$ cat config.mk
export PLATFORM = sky130hd
export DESIGN_NAME = sprite_motion_ctrl
export DESIGN_NICKNAME = d
export VERILOG_FILES = /design/src/rtl/sprite_motion_ctrl.sv
export SDC_FILE = /design/constraint.sdc
export NUM_CORES = 1
export LEC_CHECK = 0
export CAP_MARGIN = 20
export CORE_MARGIN = 2
export CORE_UTILIZATION = 56
export CTS_CLUSTER_SIZE = 30
export DETAILED_ROUTE_END_ITERATION = 7
export PLACE_DENSITY = 0.82
export SKIP_CTS_REPAIR_TIMING = 1
export SYNTH_ARGS = -nofsm -noshare
export SYNTH_HDL_FRONTEND = slang
export SYNTH_SLANG_ARGS = --single-unit
$ cat constraint.sdc
create_clock -name clk -period 4 [get_ports clk]
set_clock_uncertainty 0.1 [all_clocks]
set_input_delay 0.8 -clock clk [delete_from_list [all_inputs] [get_ports clk]]
set_output_delay 0.8 -clock clk [all_outputs]
set_load 0.01 [all_outputs]
$ cat src/rtl/sprite_motion_ctrl.sv
// Sprite position controller: synced buttons -> frame-paced, bounds-checked (x,y) with move pulse.
// Latency: buttons +2 cycles sync; frame_tick at cycle N -> position/moveSprite at N+2; no backpressure.
module sprite_motion_ctrl #(
    parameter int INIT_X   = 50,
    parameter int INIT_Y   = 300,
    parameter int STEP     = 1,
    parameter int RATE_DIV = 1,
    parameter int MIN_X    = 0,
    parameter int MAX_X    = 800,
    parameter int MIN_Y    = 0,
    parameter int MAX_Y    = 600,
    parameter int SPRITE_W = 25,
    parameter int SPRITE_H = 25,
    parameter int WRAP     = 0
) (
    input  logic        clk,
    input  logic        reset,
    input  logic        left,
    input  logic        right,
    input  logic        up,
    input  logic        down,
    input  logic        frame_tick,
    input  logic        move_en,
    input  logic        load,
    input  logic [10:0] load_x,
    input  logic [9:0]  load_y,
    output logic [10:0] position_x,
    output logic [9:0]  position_y,
    output logic        moveSprite,
    output logic [2:0]  dir_state,
    output logic [3:0]  at_edge
);
    localparam logic signed [11:0] X_LO   = 12'(MIN_X);
    localparam logic signed [11:0] X_HI   = 12'(MAX_X - SPRITE_W);
    localparam logic signed [11:0] Y_LO   = 12'(MIN_Y);
    localparam logic signed [11:0] Y_HI   = 12'(MAX_Y - SPRITE_H);
    localparam logic signed [11:0] STEP_S = 12'(STEP);
    localparam logic [7:0]         CNT_TOP = 8'(RATE_DIV - 1);

    typedef enum logic [1:0] {S_IDLE, S_HOLD, S_COMMIT} state_t;

    state_t             state, state_nxt;
    logic [7:0]         cnt, cnt_nxt;
    logic [3:0]         btn_s1, btn_s2;
    logic               go_left, go_right, go_up, go_down;
    logic               active, do_commit;
    logic signed [11:0] cur_x, cur_y, nx, ny, lx, ly;

    always_ff @(posedge clk or negedge reset) begin
        if (!reset) begin
            btn_s1 <= '0;
            btn_s2 <= '0;
        end else begin
            btn_s1 <= {left, right, up, down};
            btn_s2 <= btn_s1;
        end
    end

    // Opposing buttons on one axis cancel; the axes resolve independently.
    assign go_left  = btn_s2[3] & ~btn_s2[2];
    assign go_right = btn_s2[2] & ~btn_s2[3];
    assign go_up    = btn_s2[1] & ~btn_s2[0];
    assign go_down  = btn_s2[0] & ~btn_s2[1];
    assign active   = (go_left | go_right | go_up | go_down) & move_en;

    assign cur_x = $signed({1'b0, position_x});
    assign cur_y = $signed({2'b00, position_y});

    always_comb begin
        dir_state = 3'b000;
        if ((go_left | go_right) && (go_up | go_down)) dir_state = 3'b101;
        else if (go_left)                              dir_state = 3'b001;
        else if (go_right)                             dir_state = 3'b010;
        else if (go_down)                              dir_state = 3'b011;
        else if (go_up)                                dir_state = 3'b100;
    end

    // Signed 12-bit so an underflow past the left/top limit is visible before truncation.
    always_comb begin
        nx = cur_x;
        ny = cur_y;
        if (go_left) begin
            nx = cur_x - STEP_S;
            if (nx < X_LO) nx = (WRAP != 0) ? X_HI : X_LO;
        end else if (go_right) begin
            nx = cur_x + STEP_S;
            if (nx > X_HI) nx = (WRAP != 0) ? X_LO : X_HI;
        end
        if (go_up) begin
            ny = cur_y - STEP_S;
            if (ny < Y_LO) ny = (WRAP != 0) ? Y_HI : Y_LO;
        end else if (go_down) begin
            ny = cur_y + STEP_S;
            if (ny > Y_HI) ny = (WRAP != 0) ? Y_LO : Y_HI;
        end
    end

    always_comb begin
        lx = $signed({1'b0, load_x});
        ly = $signed({2'b00, load_y});
        if (lx < X_LO)      lx = X_LO;
        else if (lx > X_HI) lx = X_HI;
        if (ly < Y_LO)      ly = Y_LO;
        else if (ly > Y_HI) ly = Y_HI;
    end

    always_comb begin
        state_nxt = state;
        cnt_nxt   = cnt;
        do_commit = 1'b0;
        case (state)
            S_IDLE: begin
                cnt_nxt = CNT_TOP;
                if (active) state_nxt = S_HOLD;
            end
            S_HOLD: begin
                if (!active) begin
                    state_nxt = S_IDLE;
                    cnt_nxt   = CNT_TOP;
                end else if (frame_tick) begin
                    if (cnt == CNT_TOP) begin
                        state_nxt = S_COMMIT;
                        cnt_nxt   = 8'd0;
                    end else begin
                        cnt_nxt = cnt + 8'd1;
                    end
                end
            end
            S_COMMIT: begin
                if (active) begin
                    do_commit = 1'b1;
                    state_nxt = S_HOLD;
                end else begin
                    state_nxt = S_IDLE;
                    cnt_nxt   = CNT_TOP;
                end
            end
            default: begin
                state_nxt = S_IDLE;
                cnt_nxt   = CNT_TOP;
            end
        endcase
        // A load discards any movement committing in the same cycle.
        if (load) begin
            state_nxt = S_IDLE;
            cnt_nxt   = CNT_TOP;
            do_commit = 1'b0;
        end
    end

    always_ff @(posedge clk or negedge reset) begin
        if (!reset) begin
            state      <= S_IDLE;
            cnt        <= CNT_TOP;
            position_x <= 11'(INIT_X);
            position_y <= 10'(INIT_Y);
            moveSprite <= 1'b0;
        end else begin
            state <= state_nxt;
            cnt   <= cnt_nxt;
            if (load) begin
                position_x <= lx[10:0];
                position_y <= ly[9:0];
                moveSprite <= 1'b1;
            end else if (do_commit) begin
                position_x <= nx[10:0];
                position_y <= ny[9:0];
                moveSprite <= (nx != cur_x) || (ny != cur_y);
            end else begin
                moveSprite <= 1'b0;
            end
        end
    end

    assign at_edge = {cur_y >= Y_HI, cur_y <= Y_LO, cur_x >= X_HI, cur_x <= X_LO};
endmodule
==> impl_metrics.toml <==
[synth]
synth_ff_type = "dfrtp_1"
netlist_instances = 528
yosysSeqAreaShare_pct = 25.8
synth_area_um2 = 3910
synth_area_leader_cell = "dfrtp_1"
synth_cell_type_count = 74
avgSynthCellArea_um2 = 7.41
synth-seq-cells = 40
synth_warnings = 0
synth_nets = 571
synth_edf_count = 0
netlist.area_leader.share_pct = 21.1
synthTopCellsByArea = "dfrtp_1 (21%), nor2_1 (5.3%), a21oi_1 (4.7%), o21ai_0 (4.7%), dfstp_2 (4.7%)"
async_reset_ff_share_pct = 100

[pwr]
seq_power_share_pct = 39.6
pwr-share-clk_pct = 22.1
ir_drop_mv = 0.305
cellLeakagePower_nw = 1.78
swShare_pct = 37.3
internal_power_w = 0.000748
totalPowerFinal_w = 0.00119
power.switching_w = 0.000445
comb_power_share_pct = 38.3
powerDensity_nw_per_um2 = 255

[clock_tree]
clk_path_buf_depth = 2
cts_sinks = 40
clkTransAtPathRegs_ps = 80
cts_buffers = 5
cts_tree = "built"
h-tree-depth = 2
clock-root-buffer = "clkbuf_8"
clock_latency_ps = 290

[hold_path]
hold_start = "btn_s1[2]"
min_path_type = "reg -> reg"
min_to = "btn_s2[2]"
hold_depth = 0

[detailed_routing]
postRouteWirelength_um = 13000
vias_per_cell = 6.75
wl_per_cell_um = 19.3
drt_iter0_markers = 724
drc_errors = 0
antenna_left = 0
dr_total_vias = 4524
dr.pass1.iters = 6

[sta]
setup_viol = 0
fin_crit_sh_pct = 89.2
grt_setup_unrepaired = "false"
fin_setup_tns_ps = 0
tightest_slew_ps = 876
hold_viol_final = 0
max_slew_margin_pct = 41.6
fmax_mhz = 280
report.final.slew_viol_count = 0
min_period_ps = 3570

[critical_path]
worstPathRequired_ps = 4040
critPathArrivalTime_ps = 3610
start_kind = "flop"
end_kind = "flop"
critical_path_class = "reg -> reg"
r2r_cells = 10
r2r_slack_ps = 430
r2r_end = "moveSprite"
r2r_start = "position_x[1]"
path_max_fanout = 15

[job]
drv_cap = 0

[place]
place_hpwl_um = 9520
io_buffers = 58
gp_congestion = 0.994
dp.cells = 662

[global_route]
grt_pass1_vias = 4091
grt_max_degree = 41
grt_pass1_wl_um = 20500
gr-usage-all-layers_pct = 33.8
gr-total-overflow = 0
antenna_found_initial = 0

[floorplan]
pin_count = 59
rows = 30
die_area_um2 = 7670
start_util_pct = 57.6
die_x_um = 87.6
die_y_um = 87.6
core_um2 = 6790

[status]
status = "finished, final reports clean"

[cells_and_area]
instances_no_fill = 670
nets = 616
drive_gt1_share_pct = 9.23
area_growth_syn_to_layout_pct = 19.6
n_antenna_cell = 0
-- how the worst max path moves through the flow --
stage	slack [ps]	endpoint	from	cells after the start
floorplan	760	moveSprite	position_y[0]	11
global placement	610	moveSprite	position_y[0]	11
detailed placement	520	moveSprite	position_x[1]	10
CTS	500	moveSprite	position_x[1]	10
global route	130	moveSprite	position_x[1]	10
finish	430	moveSprite	position_x[1]	10
-- state kept, by name, summed over array words and instances, names as in the netlist --
name / cells
btn_s1: 4
btn_s2: 4
cnt: 8
moveSprite: 1
position_x: 11
position_y: 10
state: 2
-- stage by stage --
step	hold WS, ps	instance area, µm²	util [%]	setup slack (ps)
floorplan	231	3910	-	761
global placement	234	4590	67.6	607
detailed placement	236	4590	67.6	524
CTS	254	4680	68.8	505
global route	271	4680	68.8	133
finish	252	4680	68.8	431
-- routing by layer --
layer / vias to the layer above / track usage [%] / routed length [µm]
li1: 2049 / - / -
met1: 2125 / 50.5 / 5550
met2: 306 / 50.3 / 5750
met3: 44 / 5.47 / 1310
met4: 0 / 10.2 / 347
met5: - / 0 / 0
-- power groups by stage --
| stage | logic (W) | registers (W) | clock network [W] |
|---|---|---|---|
| 2_1_floorplan | 0.000275 | 0.000468 | 0 |
| 6_report | 0.000457 | 0.000473 | 0.000263 |
| 5_1_grt | 0.000491 | 0.000476 | 0.000287 |
| 3_3_place_gp | 0.000439 | 0.000478 | 0 |
| 4_1_cts | 0.000446 | 0.000471 | 0.000271 |
| 3_5_place_dp | 0.000444 | 0.000478 | 0 |
-- cell type report --
cell class | instances | area, µm²
Multi-Input combinational cell | 422 | 2620
Clock inverter | 2 | 12.5
Inverter | 22 | 82.6
Tap cell | 96 | 120
Fill cell | 574 | 2120
Sequential cell | 40 | 1010
Clock buffer | 6 | 72.6
Timing Repair Buffer | 82 | 756
-- placed cells by master (no fill, tap or decap), types with 5 or more instances in the layout --
master	n
a21oi_1	37
a22oi_1	5
a31oi_1	10
and3_1	10
buf_4	24
clkbuf_8	5
clkdlybuf4s50_1	57
dfrtp_1	33
dfstp_2	7
ha_1	13
inv_1	22
mux2i_1	6
nand2_1	49
nand2b_1	9
nand3_1	23
nand3b_1	6
nand4_1	10
nor2_1	55
nor3_1	24
nor4_1	10
o21ai_0	37
o22a_1	7
o31ai_1	7
xnor2_1	6
xor2_1	7
-- kinds of logic (layout without fill, tap and decap cells) --
logic type                 Yosys count  count (layout)  synth area share, %
DFF                                 40              40                 25.8
adders and majority gates           13              13                 4.16
AOI/OAI and AO/OA                  162             162                 28.2
muxes                                7               7                 1.82
buffers and inverters               66             112                 7.10
and+or+nand+nor                    227             227                 30.0
xor gates and xnor gates            13              13                 2.91
-- critical path, cell delays in order (launching register included) --
cell     delay, ps
dfstp_2        690
ha_1           400
nand2_1        290
nor3_1         280
xnor2_1        180
or2_2          150
o21ai_1        240
and2_1         300
o311a_1        360
nor4_1         280
a41oi_1        140
-- synthesized netlist by cell type (5+ instances only) --
master and n:
nor2_1 55, nand2_1 49, and3_1 10, xnor2_1 6, nand3b_1 6, mux2i_1 6
dfstp_2 7, ha_1 13, buf_2 6, dfrtp_1 33, xor2_1 7, a31oi_1 10
nor4_1 10, nor3_1 24, o21ai_0 37, nand3_1 23, a21oi_1 37, o22a_1 7
o31ai_1 7, nand4_1 10, nand2b_1 9, a22oi_1 5, inv_1 22, clkbuf_1 33
(Power assumes the default switching activity.)
